$ cat src/rtl/eq_search_pkg.sv
// Shared types and constants for the eq_search_unit sequential key-match engine.
package eq_search_pkg;
    localparam int WORD_W = 32;
    typedef enum logic [1:0] {IDLE, SCAN, RESP} eq_search_state_t;
endpackage

$ cat src/rtl/eq_search_unit_if.sv
// Table-write port plus request/response handshakes of eq_search_unit.
interface eq_search_unit_if
    import eq_search_pkg::*;
#(
    parameter int NUM_ENTRIES = 8
);
    localparam int IDX_W = $clog2(NUM_ENTRIES);

    logic              wr_en;
    logic [IDX_W-1:0]  wr_idx;
    logic [WORD_W-1:0] wr_data;
    logic              clr_all;
    logic              req_val;
    logic              req_rdy;
    logic [WORD_W-1:0] req_key;
    logic              resp_val;
    logic              resp_rdy;
    logic              resp_hit;
    logic [IDX_W-1:0]  resp_idx;
    logic              busy;

    modport slave (
        input  wr_en, wr_idx, wr_data, clr_all, req_val, req_key, resp_rdy,
        output req_rdy, resp_val, resp_hit, resp_idx, busy
    );
    modport master (
        output wr_en, wr_idx, wr_data, clr_all, req_val, req_key, resp_rdy,
        input  req_rdy, resp_val, resp_hit, resp_idx, busy
    );
endinterface

$ cat src/rtl/eq_search_unit_cmp.sv
// Single shared 32-bit equality comparator used by the search sequencer.
module EqComparator_32b_RTL
    import eq_search_pkg::*;
(
    input  logic [WORD_W-1:0] in0,
    input  logic [WORD_W-1:0] in1,
    output logic              eq
);
    assign eq = (in0 == in1);
endmodule

$ cat src/rtl/eq_search_unit.sv
// Scans a register table one entry per cycle for a key; returns hit and lowest matching index.
// Optional macro EQ_SEARCH_EARLY_EXIT_EN: leave the scan on the first valid match.
module eq_search_unit
    import eq_search_pkg::*;
#(
    parameter int NUM_ENTRIES = 8
) (
    input logic              clk,
    input logic              rst_n,
    eq_search_unit_if.slave  bus
);
    localparam int               IDX_W    = $clog2(NUM_ENTRIES);
    localparam logic [IDX_W-1:0] LAST_IDX = IDX_W'(NUM_ENTRIES - 1);

    logic [WORD_W-1:0]  data_q [NUM_ENTRIES];
    logic [NUM_ENTRIES-1:0] valid_q;

    eq_search_state_t   state_q, state_d;
    logic [WORD_W-1:0]  key_q, key_d;
    logic [IDX_W-1:0]   scan_idx_q, scan_idx_d;
    logic               found_q, found_d;
    logic [IDX_W-1:0]   match_idx_q, match_idx_d;
    logic               cmp_eq;
    logic               match;

    // Write is applied after the clear so the written entry survives a simultaneous clr_all.
    always_ff @(posedge clk or negedge rst_n) begin
        if (!rst_n) begin
            valid_q <= '0;
            for (int i = 0; i < NUM_ENTRIES; i++) data_q[i] <= '0;
        end else begin
            if (bus.clr_all) valid_q <= '0;
            if (bus.wr_en && (int'(bus.wr_idx) < NUM_ENTRIES)) begin
                data_q[bus.wr_idx]  <= bus.wr_data;
                valid_q[bus.wr_idx] <= 1'b1;
            end
        end
    end

    EqComparator_32b_RTL u_cmp (
        .in0 (data_q[scan_idx_q]),
        .in1 (key_q),
        .eq  (cmp_eq)
    );

    assign match = cmp_eq & valid_q[scan_idx_q];

    always_ff @(posedge clk or negedge rst_n) begin
        if (!rst_n) begin
            state_q     <= IDLE;
            key_q       <= '0;
            scan_idx_q  <= '0;
            found_q     <= 1'b0;
            match_idx_q <= '0;
        end else begin
            state_q     <= state_d;
            key_q       <= key_d;
            scan_idx_q  <= scan_idx_d;
            found_q     <= found_d;
            match_idx_q <= match_idx_d;
        end
    end

    always_comb begin
        state_d     = state_q;
        key_d       = key_q;
        scan_idx_d  = scan_idx_q;
        found_d     = found_q;
        match_idx_d = match_idx_q;
        case (state_q)
            IDLE: begin
                if (bus.req_val) begin
                    key_d       = bus.req_key;
                    scan_idx_d  = '0;
                    found_d     = 1'b0;
                    match_idx_d = '0;
                    state_d     = SCAN;
                end
            end
            SCAN: begin
                scan_idx_d = scan_idx_q + 1'b1;
                if (match && !found_q) begin
                    found_d     = 1'b1;
                    match_idx_d = scan_idx_q;
                end
`ifdef EQ_SEARCH_EARLY_EXIT_EN
                if (match || (scan_idx_q == LAST_IDX)) state_d = RESP;
`else
                if (scan_idx_q == LAST_IDX) state_d = RESP;
`endif
            end
            RESP: begin
                if (bus.resp_rdy) state_d = IDLE;
            end
            default: state_d = IDLE;
        endcase
    end

    assign bus.req_rdy  = (state_q == IDLE);
    assign bus.resp_val = (state_q == RESP);
    assign bus.busy     = (state_q != IDLE);
    assign bus.resp_hit = found_q;
    assign bus.resp_idx = match_idx_q;
endmodule

$ cat src/flat_wrapper.sv
// flat-port wrapper written by rule: the top's interface ports become plain ports
module eq_search_unit_flat import eq_search_pkg::*;
#(
    parameter int NUM_ENTRIES = 8
)
  (clk, rst_n, bus_wr_en, bus_wr_idx, bus_wr_data, bus_clr_all, bus_req_val, bus_req_key, bus_resp_rdy, bus_req_rdy, bus_resp_val, bus_resp_hit, bus_resp_idx, bus_busy);
  eq_search_unit_if #(.NUM_ENTRIES(NUM_ENTRIES)) bus_i ();
  input logic clk;
  input logic rst_n;
  input wire logic [$bits(bus_i.wr_en)-1:0] bus_wr_en;
  input wire logic [$bits(bus_i.wr_idx)-1:0] bus_wr_idx;
  input wire logic [$bits(bus_i.wr_data)-1:0] bus_wr_data;
  input wire logic [$bits(bus_i.clr_all)-1:0] bus_clr_all;
  input wire logic [$bits(bus_i.req_val)-1:0] bus_req_val;
  input wire logic [$bits(bus_i.req_key)-1:0] bus_req_key;
  input wire logic [$bits(bus_i.resp_rdy)-1:0] bus_resp_rdy;
  output wire logic [$bits(bus_i.req_rdy)-1:0] bus_req_rdy;
  output wire logic [$bits(bus_i.resp_val)-1:0] bus_resp_val;
  output wire logic [$bits(bus_i.resp_hit)-1:0] bus_resp_hit;
  output wire logic [$bits(bus_i.resp_idx)-1:0] bus_resp_idx;
  output wire logic [$bits(bus_i.busy)-1:0] bus_busy;
  assign bus_i.wr_en = bus_wr_en;
  assign bus_i.wr_idx = bus_wr_idx;
  assign bus_i.wr_data = bus_wr_data;
  assign bus_i.clr_all = bus_clr_all;
  assign bus_i.req_val = bus_req_val;
  assign bus_i.req_key = bus_req_key;
  assign bus_i.resp_rdy = bus_resp_rdy;
  assign bus_req_rdy = bus_i.req_rdy;
  assign bus_resp_val = bus_i.resp_val;
  assign bus_resp_hit = bus_i.resp_hit;
  assign bus_resp_idx = bus_i.resp_idx;
  assign bus_busy = bus_i.busy;
  eq_search_unit #(.NUM_ENTRIES(NUM_ENTRIES)) u_core (.clk(clk), .rst_n(rst_n), .bus(bus_i));
endmodule
$ cat config.mk
export PLATFORM = sky130hd
export DESIGN_NAME = eq_search_unit_flat
export DESIGN_NICKNAME = d
export VERILOG_FILES = /design/src/rtl/eq_search_pkg.sv /design/src/rtl/eq_search_unit_if.sv /design/src/rtl/eq_search_unit_cmp.sv /design/src/rtl/eq_search_unit.sv /design/src/flat_wrapper.sv
export SDC_FILE = /design/constraint.sdc
export NUM_CORES = 1
export LEC_CHECK = 0
export BUFFER_PORTS_ARGS = -buffer_cell sky130_fd_sc_hd__buf_4
export CORE_ASPECT_RATIO = 1.25
export CORE_MARGIN = 10
export CORE_UTILIZATION = 55
export CTS_BUF_LIST = sky130_fd_sc_hd__clkbuf_8
export CTS_CLUSTER_SIZE = 16
export DETAILED_ROUTE_END_ITERATION = 10
export HOLD_SLACK_MARGIN = 0.03
export PLACE_DENSITY = 0.77
export SLEW_MARGIN = 0
export SYNTH_ARGS = -nofsm -noshare
export SYNTH_HDL_FRONTEND = slang
export SYNTH_SLANG_ARGS = --single-unit
export TNS_END_PERCENT = 30
$ cat constraint.sdc
create_clock -name clk -period 3.3 [get_ports clk]
set_input_delay 0.66 -clock clk [delete_from_list [all_inputs] [get_ports clk]]
set_output_delay 0.66 -clock clk [all_outputs]
set_load 0.01 [all_outputs]
======== Word level (Yosys, flattened, before mapping) ========
Cells that the tools add are included.
word-level totals
  bits in writable memories ............... 0
  register bits ........................... 305
  memories ................................ 0
  input bits .............................. 73
  ROM bits ................................ 0
  bits in latches ......................... 0
  output and inout port bits .............. 7
  logic and storage cells ................. 67
operators by class
  eq/ne operators ......................... 8
  order comparisons ....................... 6
  shifts and indexed selects .............. 0
  reduce and logical (&&, ||, !) cells .... 11
  add/subtract/negate cells ............... 1
  div/mod/pow operators ................... 0
  muxes and demuxes ....................... 23
  bitwise gates (word level) .............. 4
  multiply operators ...................... 0
operators by type and width
  operator                                                                       count
  256-bit bitwise mux                                                            1
  32-bit binary-select mux with 3-bit select                                     1
  32-bit demux with 3-bit select                                                 1
  32-bit two-way mux                                                             3
  32-bit == test                                                                 1
  8-bit two-way mux                                                              2
  3-bit one-hot mux with 2 select lines                                          2
  4-bit greater-or-equal comparator (second input constant)                      2
  3-bit by 4-bit less-than comparator with 1-bit output (second input constant)  2
  3-bit NOT with 4-bit output                                                    2
  8-bit bitwise OR                                                               1
  2-bit two-way mux                                                              3
  3-bit two-way mux                                                              2
  2-bit one-hot mux with 3 select lines                                          1
  3-bit AND reduction                                                            2
  4-bit by 1-bit less-than comparator with 1-bit output (second input constant)  1
  1-bit two-way mux                                                              4
  2-bit by 1-bit inequality test with 1-bit output (second input constant)       2
  2-bit inequality test (second input constant)                                  2
  2-bit AND reduction                                                            2
  2-bit nonzero test                                                             2
  3-bit by 1-bit adder with 3-bit output (second input constant)                 1
  1-bit binary-select mux with 3-bit select                                      1
  1-bit demux with 3-bit select                                                  1
  other kinds (9)                                                                11

======== Depth between registers and ports, before layout ========
Gate-level depths: netlist of run 1.
  depth in word-level cells ............... 9
  gate-level depth with buffers ........... 10
  depth with buffers taken out ............ 7

======== By module ========
A second synthesis of run 1 with hierarchy kept.
second synthesis, totals
  cells, all modules ...................... 912
  area, all modules ....................... 13815.8 um^2
by module, submodules not included
  module                cells an instance  seq. area each (um^2)  area an instance (um^2)  times used
  eq_search_unit        869                7632.3                 13469.2                  1
  EqComparator_32b_RTL  43                 0.0                    346.6                    1

======== Least setup slack after synthesis of run 1 ========
OpenSTA, ideal clock, no wires.
  path type ............................... register to register
  start ................................... register u_core.scan_idx_q[1]
  end ..................................... register u_core.match_idx_q[0] (netlist: u_core.bus.resp_idx[0])
  arrival time ............................ 2408 ps
  cell stages (with the launch flop) ...... 11
  required time ........................... 3172 ps
  clock period less this slack ............ 2535 ps
  path buffers ............................ 4
  setup time .............................. 128 ps
  slack ................................... 765 ps
  path through ............................ dfrtp_1 buf_4 buf_2 buf_2 buf_2 mux2i_1 xor2_1 o21ai_0 nor4_2 nand4_2 mux2_1
on the way
  longest elaborated chain between the ends .. 9
  elaborated cells between the ends (all ways) .. 11
  those cells by class .................... 2 x eq/ne; 5 x mux; 2 x bitwise; 2 x reduce/logical
RTL lines
  element                                                       RTL line                 RTL
  start: declaration                                            eq_search_unit.sv:20     logic [IDX_W-1:0] scan_idx_q, scan_idx_d;
  start signal: assignment                                      eq_search_unit.sv:58     scan_idx_q <= scan_idx_d;
  3-bit NOT with 4-bit output (not written as such)             eq_search_unit.sv:41     .in0 (data_q[scan_idx_q]),
  32-bit binary-select mux with 3-bit select                    eq_search_unit.sv:41
  32-bit two-way mux (not written as such) (2 in a row)         eq_search_unit.sv:41
  32-bit == test                                                eq_search_unit_cmp.sv:9  assign eq = (in0 == in1);
  1-bit AND *                                                   eq_search_unit.sv:46     assign match = cmp_eq & valid_q[scan_idx_q];
  1-bit logical AND *                                           eq_search_unit.sv:82     if (match && !found_q) begin
  2-bit by 1-bit inequality test with 1-bit output (no line) *  n/a
  3-bit AND reduction (no line) *                               n/a
  end signal: assignment                                        eq_search_unit.sv:60     match_idx_q <= match_idx_d;
  end: declaration                                              eq_search_unit.sv:22     logic [IDX_W-1:0] match_idx_q, match_idx_d;
Mark *: on every way between the ends. The rest lies on a longest branch, timed or not. The select of a mux whose other input is x is not followed.
A chain may end at the register's enable or synchronous reset.

======== Final worst setup path of run 1 ========
  start ................................... register u_core.scan_idx_q[0]
  end ..................................... register u_core.match_idx_q[1] (netlist: u_core.bus.resp_idx[1])
The elaborated chain is that of the path after synthesis.

==> flow_metrics.tcl, run 1 <==
set metrics [dict create \
    cts_buffers 48 \
    yosysTopAreaCell "dfrtp_1" \
    grt_max_degree 94 \
    cts-root-buf "clkbuf_8" \
    grtUsageTotal 0.192 \
    p_per_area_mw_per_mm2 785 \
    antenna_left 0 \
    relSlewSlack 0.513 \
    layout_commonest_cell "dfrtp_1" \
    fin_setup_tns_ns 0 \
    ioPinCount 80 \
    setup_viol 0 \
    path_class "reg2reg" \
    die_w_um 161 \
    antenna_found_initial 0 \
    finish.utilization 0.640 \
    layout_min_cycle_time_ns 3.06 \
    crit_fanout 27 \
    clock_sinks 305 \
    clkLatencyLatePin_ns 0.56 \
    cp.required_ns 3.75 \
    clk_pin_slew_worst_paths_ns 0.07 \
    irDropWorstVdd_uv 466 \
    synth_edf_count 0 \
    grt_pass1_vias 8618 \
    stdcell_count 1339 \
    slew_viol_final 0 \
    vias_per_cell 5.86 \
    async_flop_share 1.00 \
    crit_path_start_kind "flop" \
    die_h_um 197 \
    synth_warnings 0 \
    wire_per_inst_um 22.6 \
    avgSynthCellArea_um2 15.5 \
    dp_cells 1262 \
    portBuffers 79 \
    syn-cell-area_mm2 0.0137 \
    cts_tree "done" \
    final_cell_mix "dfrtp_1 (302), mux2_2 (288), buf_4 (92)" \
    synth_seq_cells 305 \
    drive_above_1_share 0.515 \
    overflow 0 \
    syn_nets 958 \
    synthCells 883 \
    vias 7846 \
    min_period_over_period 0.927 \
    dr.first_iter.drc_count 392 \
    power_mw 12.3 \
    htree_levels 2 \
    syn_to_final_growth_pct 14.4 \
    dpl.hpwl_um 19200 \
    end_kind "flop" \
    cp.arrival_ns 3.51 \
    worstMarginPinSlew_ns 0.731 \
    power.leakage_nw 6.88 \
    cts.path.max_buffers 3 \
    yosys_most_used_dff "dfrtp_1" \
    multi_input_area_mm2 0.00583 \
    seqCellArea_mm2 0.00764 \
    hold_path.class "in2async" \
    wl_um 30300 \
    fin_nets 1058 \
    core_mm2 0.0245 \
    antenna_cells 0 \
    drc 0 \
    status "finished, final reports clean" \
    dieArea_mm2 0.0317 \
    max_freq_ghz 0.327 \
    std_cell_rows 64 \
    grt_pass1_wl_um 48300 \
    synth_cell_types 38 \
    drv_cap 0 \
    first_pass_iters 4 \
    start_util 0.560 \
    fill_cells 1852 \
    hold_viol_final 0 \
    synth.yosys.seq_area_share 0.556 \
    rsz0062_at_grt "false" \
    place.gp.congestion 0.759 \
    synth_top_area_frac 0.556 \
    ys_top_cells_by_area "dfrtp_1 (56%), mux2_2 (24%), mux4_2 (8.4%)" \
    final.setup_skew_ns 0.0203 \
]
## registers in the layout (all words and copies together), names as in the netlist
register / count
u_core.key_q: 32
u_core.scan_idx_q: 3
u_core.valid_q: 8
u_core.state_q: 2
u_core.data_q: 256
u_core.bus.resp_hit: 1
u_core.bus.resp_idx: 3
## Yosys cell counts (7+ instances only)
cell type / count
mux2i_1: 52
xor2_1: 22
mux4_2: 51
clkbuf_1: 35
nand2_1: 11
mux2_2: 288
o21ai_0: 8
nor2b_1: 9
a21oi_1: 7
inv_1: 8
buf_2: 14
dfrtp_1: 305
a22oi_1: 13
## cells by family (layout without fill, tap and decap cells)
family	count (synthesis)	in the layout	synth area share
muxes	394	394	0.362
DFF	305	305	0.556
buffers and inverters	62	188	0.0211
and+or+nand+nor	55	55	0.0240
AOI/OAI and AO/OA	41	41	0.0200
xor gates and xnor gates	24	24	0.0153
adders and majority gates	2	2	0.00182
## worst paths after layout
check | depth (start not counted) | slack (ns) | endpoint | start
max | 8 | 0.24 | u_core.bus.resp_idx[1] | u_core.scan_idx_q[0]
min | 1 | 0.14 | u_core.data_q[85] | rst_n
max reg2reg | 8 | 0.24 | u_core.bus.resp_idx[1] | u_core.scan_idx_q[0]
min reg2reg | 1 | 0.48 | u_core.valid_q[4] | u_core.valid_q[4]
max in group asynchronous | 2 | 2.32 | u_core.data_q[100] | rst_n
min in group clk | 2 | 0.32 | u_core.valid_q[6] | bus_clr_all
## stage by stage
| step | hold slack, ns | setup slack [ns] | cell area, um2 |
|---|---|---|---|
| 2_1_floorplan | 0.364 | 0.765 | 13700 |
| 3_3_place_gp | 0.457 | 0.144 | 14800 |
| 3_5_place_dp | 0.469 | 0.0721 | 14800 |
| 4_1_cts | 0.128 | 0.0608 | 15700 |
| 5_1_grt | 0.165 | 0.0869 | 15700 |
| 6_report | 0.138 | 0.241 | 15700 |
## critical path: stages, from the launching register on
cell     delay, ns
dfrtp_4       0.63
buf_12        0.28
mux4_2        0.53
mux2i_1       0.18
xor2_1        0.27
nand4_1       0.20
nor2_1        0.28
nand4_2       0.21
mux2_1        0.36
## layout make-up
class | count | area share
Sequential cell | 305 | 0.487
Timing Repair Buffer | 104 | 0.0595
Clock buffer | 54 | 0.0474
Clock inverter | 22 | 0.00654
Inverter | 8 | 0.00191
Tap cell | 330 | 0.0263
Multi-Input combinational cell | 516 | 0.372
## power breakdown
part	total [mW]	internal, mW	switching, mW
clock	2.88	1.48	1.40
sequential	5.39	4.68	0.708
combinational	4.05	2.28	1.77
## layer usage
metal / GRT usage / vias to the layer above / part of all wire
met5: 0 / - / 0
met4: 0.0668 / 0 / 0.030
met3: 0.0361 / 61 / 0.038
met2: 0.339 / 158 / 0.52
met1: 0.229 / 4165 / 0.41
li1: - / 3462 / -
## what timing repair did
| action | 4_1_cts | 5_1_grt |
|---|---|---|
| gates resized for setup | 0 | 1 |
| setup buffers | 0 | 1 |
| setup endpoints to repair | 0 | 2 |
| hold buffers | 0 | 0 |
(Power assumes the default switching activity.)
==> inputs of run 2 (changes only) <==
CORE_ASPECT_RATIO = 1.1   (was 1.25)
CORE_MARGIN = 1   (was 10)
CTS_BUF_LIST = sky130_fd_sc_hd__clkbuf_4 sky130_fd_sc_hd__clkbuf_8   (was sky130_fd_sc_hd__clkbuf_8)
==> run 2 against run 1 <==
  * The flow now finishes with violations (design-rule violations)
  * Clock skew up 0.0045 ns
  * Via count up 0.10%
  * Cell area up 1.2%
  * Sequential share of layout area down 0.57 points
  * Cell count down 0.45%
  * Clock-buffer cell count up 24
  * Critical path depth unchanged
  * Power up 3.8%
  * Sequential power about the same
  * Largest power group unchanged
==> flow_metrics.tcl, run 2 (synthesized netlist as in run 1, its figures left out) <==
set metrics [dict create \
    cts-root-buf "clkbuf_8" \
    cts-resized-gates 0 \
    std_cell_rows 60 \
    rsz0062_at_grt "false" \
    fill_cells 1801 \
    relSlewSlack 0.314 \
    crit_path_start_kind "flop" \
    cp.arrival_ns 3.49 \
    cts_tree "done" \
    cp.required_ns 3.74 \
    holdWs_ns 0.314 \
    portBuffers 79 \
    ff2ff_path_depth 8 \
    vias 7854 \
    critPathSlowestCell "dfrtp_4" \
    overflow 0 \
    hold_path.class "in2reg" \
    worstMarginPinSlew_ns 1.03 \
    start_util 0.561 \
    setup_viol 0 \
    dpl.hpwl_um 18200 \
    grt_max_degree 118 \
    dr.first_iter.drc_count 370 \
    grt_busiest_layer "met2" \
    clkLatencyLatePin_ns 0.56 \
    cts.path.max_buffers 3 \
    cts_buffers 49 \
    grtUsageTotal 0.244 \
    wl_um 29500 \
    crit_fanout 16 \
    drv_cap 0 \
    end_kind "flop" \
    syn_to_final_growth_pct 15.7 \
    grt_pass1_vias 8512 \
    reg.largest.list "u_core.data_q: 256 flops, u_core.key_q: 32 flops, u_core.valid_q: 8 flops" \
    status "finished, violations left" \
    drive_above_1_share 0.535 \
    fin_nets 1062 \
    grt_pass1_wl_um 47900 \
    min_period_over_period 0.923 \
    final_cell_mix "dfrtp_1 (302), mux2_2 (288), buf_4 (97)" \
    hold_depth 2 \
    path_class "reg2reg" \
    core_mm2 0.0245 \
    place.gp.congestion 0.774 \
    max_freq_ghz 0.328 \
    slew_viol_final 0 \
    clk_pin_slew_worst_paths_ns 0.06 \
    die_w_um 153 \
    antenna_cells 0 \
    post_cts_buffers 0 \
    regMostFlops "u_core.data_q" \
    drc 2 \
    first_pass_iters 9 \
    irDropWorstVdd_uv 464 \
    wire_per_inst_um 22.1 \
    largest_register_ffs 256 \
    antenna_found_initial 0 \
    clock_sinks 305 \
    power.leakage_nw 6.95 \
    final.setup_skew_ns 0.0249 \
    met2_usage 0.395 \
    path_delay_family "multiplexers" \
    layout_min_cycle_time_ns 3.05 \
    path_cells "buf_4, mux4_2, mux2i_1, xor2_1, nand4_1, nor2_1, nand4_2, mux2_1" \
    vias_per_cell 5.89 \
    cp.depth 8 \
    die_h_um 168 \
    fin_setup_tns_ns 0 \
    slowest_delay_ns 0.62 \
    p_per_area_mw_per_mm2 806 \
    dieArea_mm2 0.0256 \
    grt_use_met1 0.338 \
    crit_buf_inv 1 \
    htree_levels 2 \
    ioPinCount 80 \
    hold_viol_final 0 \
    antenna_left 0 \
    use_met3 0.0492 \
    violations "design-rule violations" \
    layout_commonest_cell "dfrtp_1" \
]
-- run 2: changes by cell type in the layout (fill, tap and decap cells not counted) --
cell	delta
nor2b_2	-1
clkinv_2	+2
nor2b_1	+1
clkbuf_4	+11
dlygate4sd3_1	+1
inv_1	-15
inv_6	-3
clkinvlp_4	+2
buf_4	+5
buf_12	-2
bufinv_16	+1
clkbuf_8	+13
buf_16	-1
-- run 2: worst paths after layout --
path	slack, ns	start	endpoint
max	0.25	u_core.scan_idx_q[0]	u_core.bus.resp_idx[1]
min	0.31	bus_clr_all	u_core.valid_q[5]
max reg2reg	0.25	u_core.scan_idx_q[0]	u_core.bus.resp_idx[1]
min reg2reg	0.48	u_core.valid_q[2]	u_core.valid_q[2]
max in group asynchronous	1.86	rst_n	u_core.data_q[10]
min in group asynchronous	0.53	rst_n	u_core.key_q[29]
-- run 2: stage by stage --
step	cell area, um2	total power, mW	cells	setup WS (ns)	util
3_5_place_dp	14800	9.42	1245	0.302	0.604
2_1_floorplan	13700	8.24	883	0.765	-
3_3_place_gp	14800	9.30	1245	0.351	0.604
6_report	15900	12.8	1333	0.253	0.649
4_1_cts	15900	12.9	1333	0.240	0.649
5_1_grt	15900	13.5	1333	0.0460	0.649
-- run 2: report_power, final --
group          switching [mW]  total (mW)  leakage [nW]  internal (mW)
clock                    1.45        3.45         0.570           2.00
sequential              0.740        5.42          3.67           4.68
combinational            1.66        3.92          2.71           2.26
-- run 2: repair_timing --
action,CTS,global route
hold buffers,1,0
endpoints found under the setup margin,0,0
hold endpoints to repair,22,0
-- run 2: area by class of cell --
class,count,area [um2],share of cell area
clock inverters,9,75.1,0.00473
multi-input cells,516,5830,0.367
repair buffers,107,913,0.0575
flip-flops and latches,305,7640,0.481
clock buffers,78,1000,0.0633
well taps,310,388,0.0244
inverters,8,30.0,0.00189
-- run 2: routing by layer --
layer  vias up  share of wire
met5         -              0
met4         0          0.015
met3        42          0.053
met2       184           0.49
met1      4149           0.45
li1       3479              -
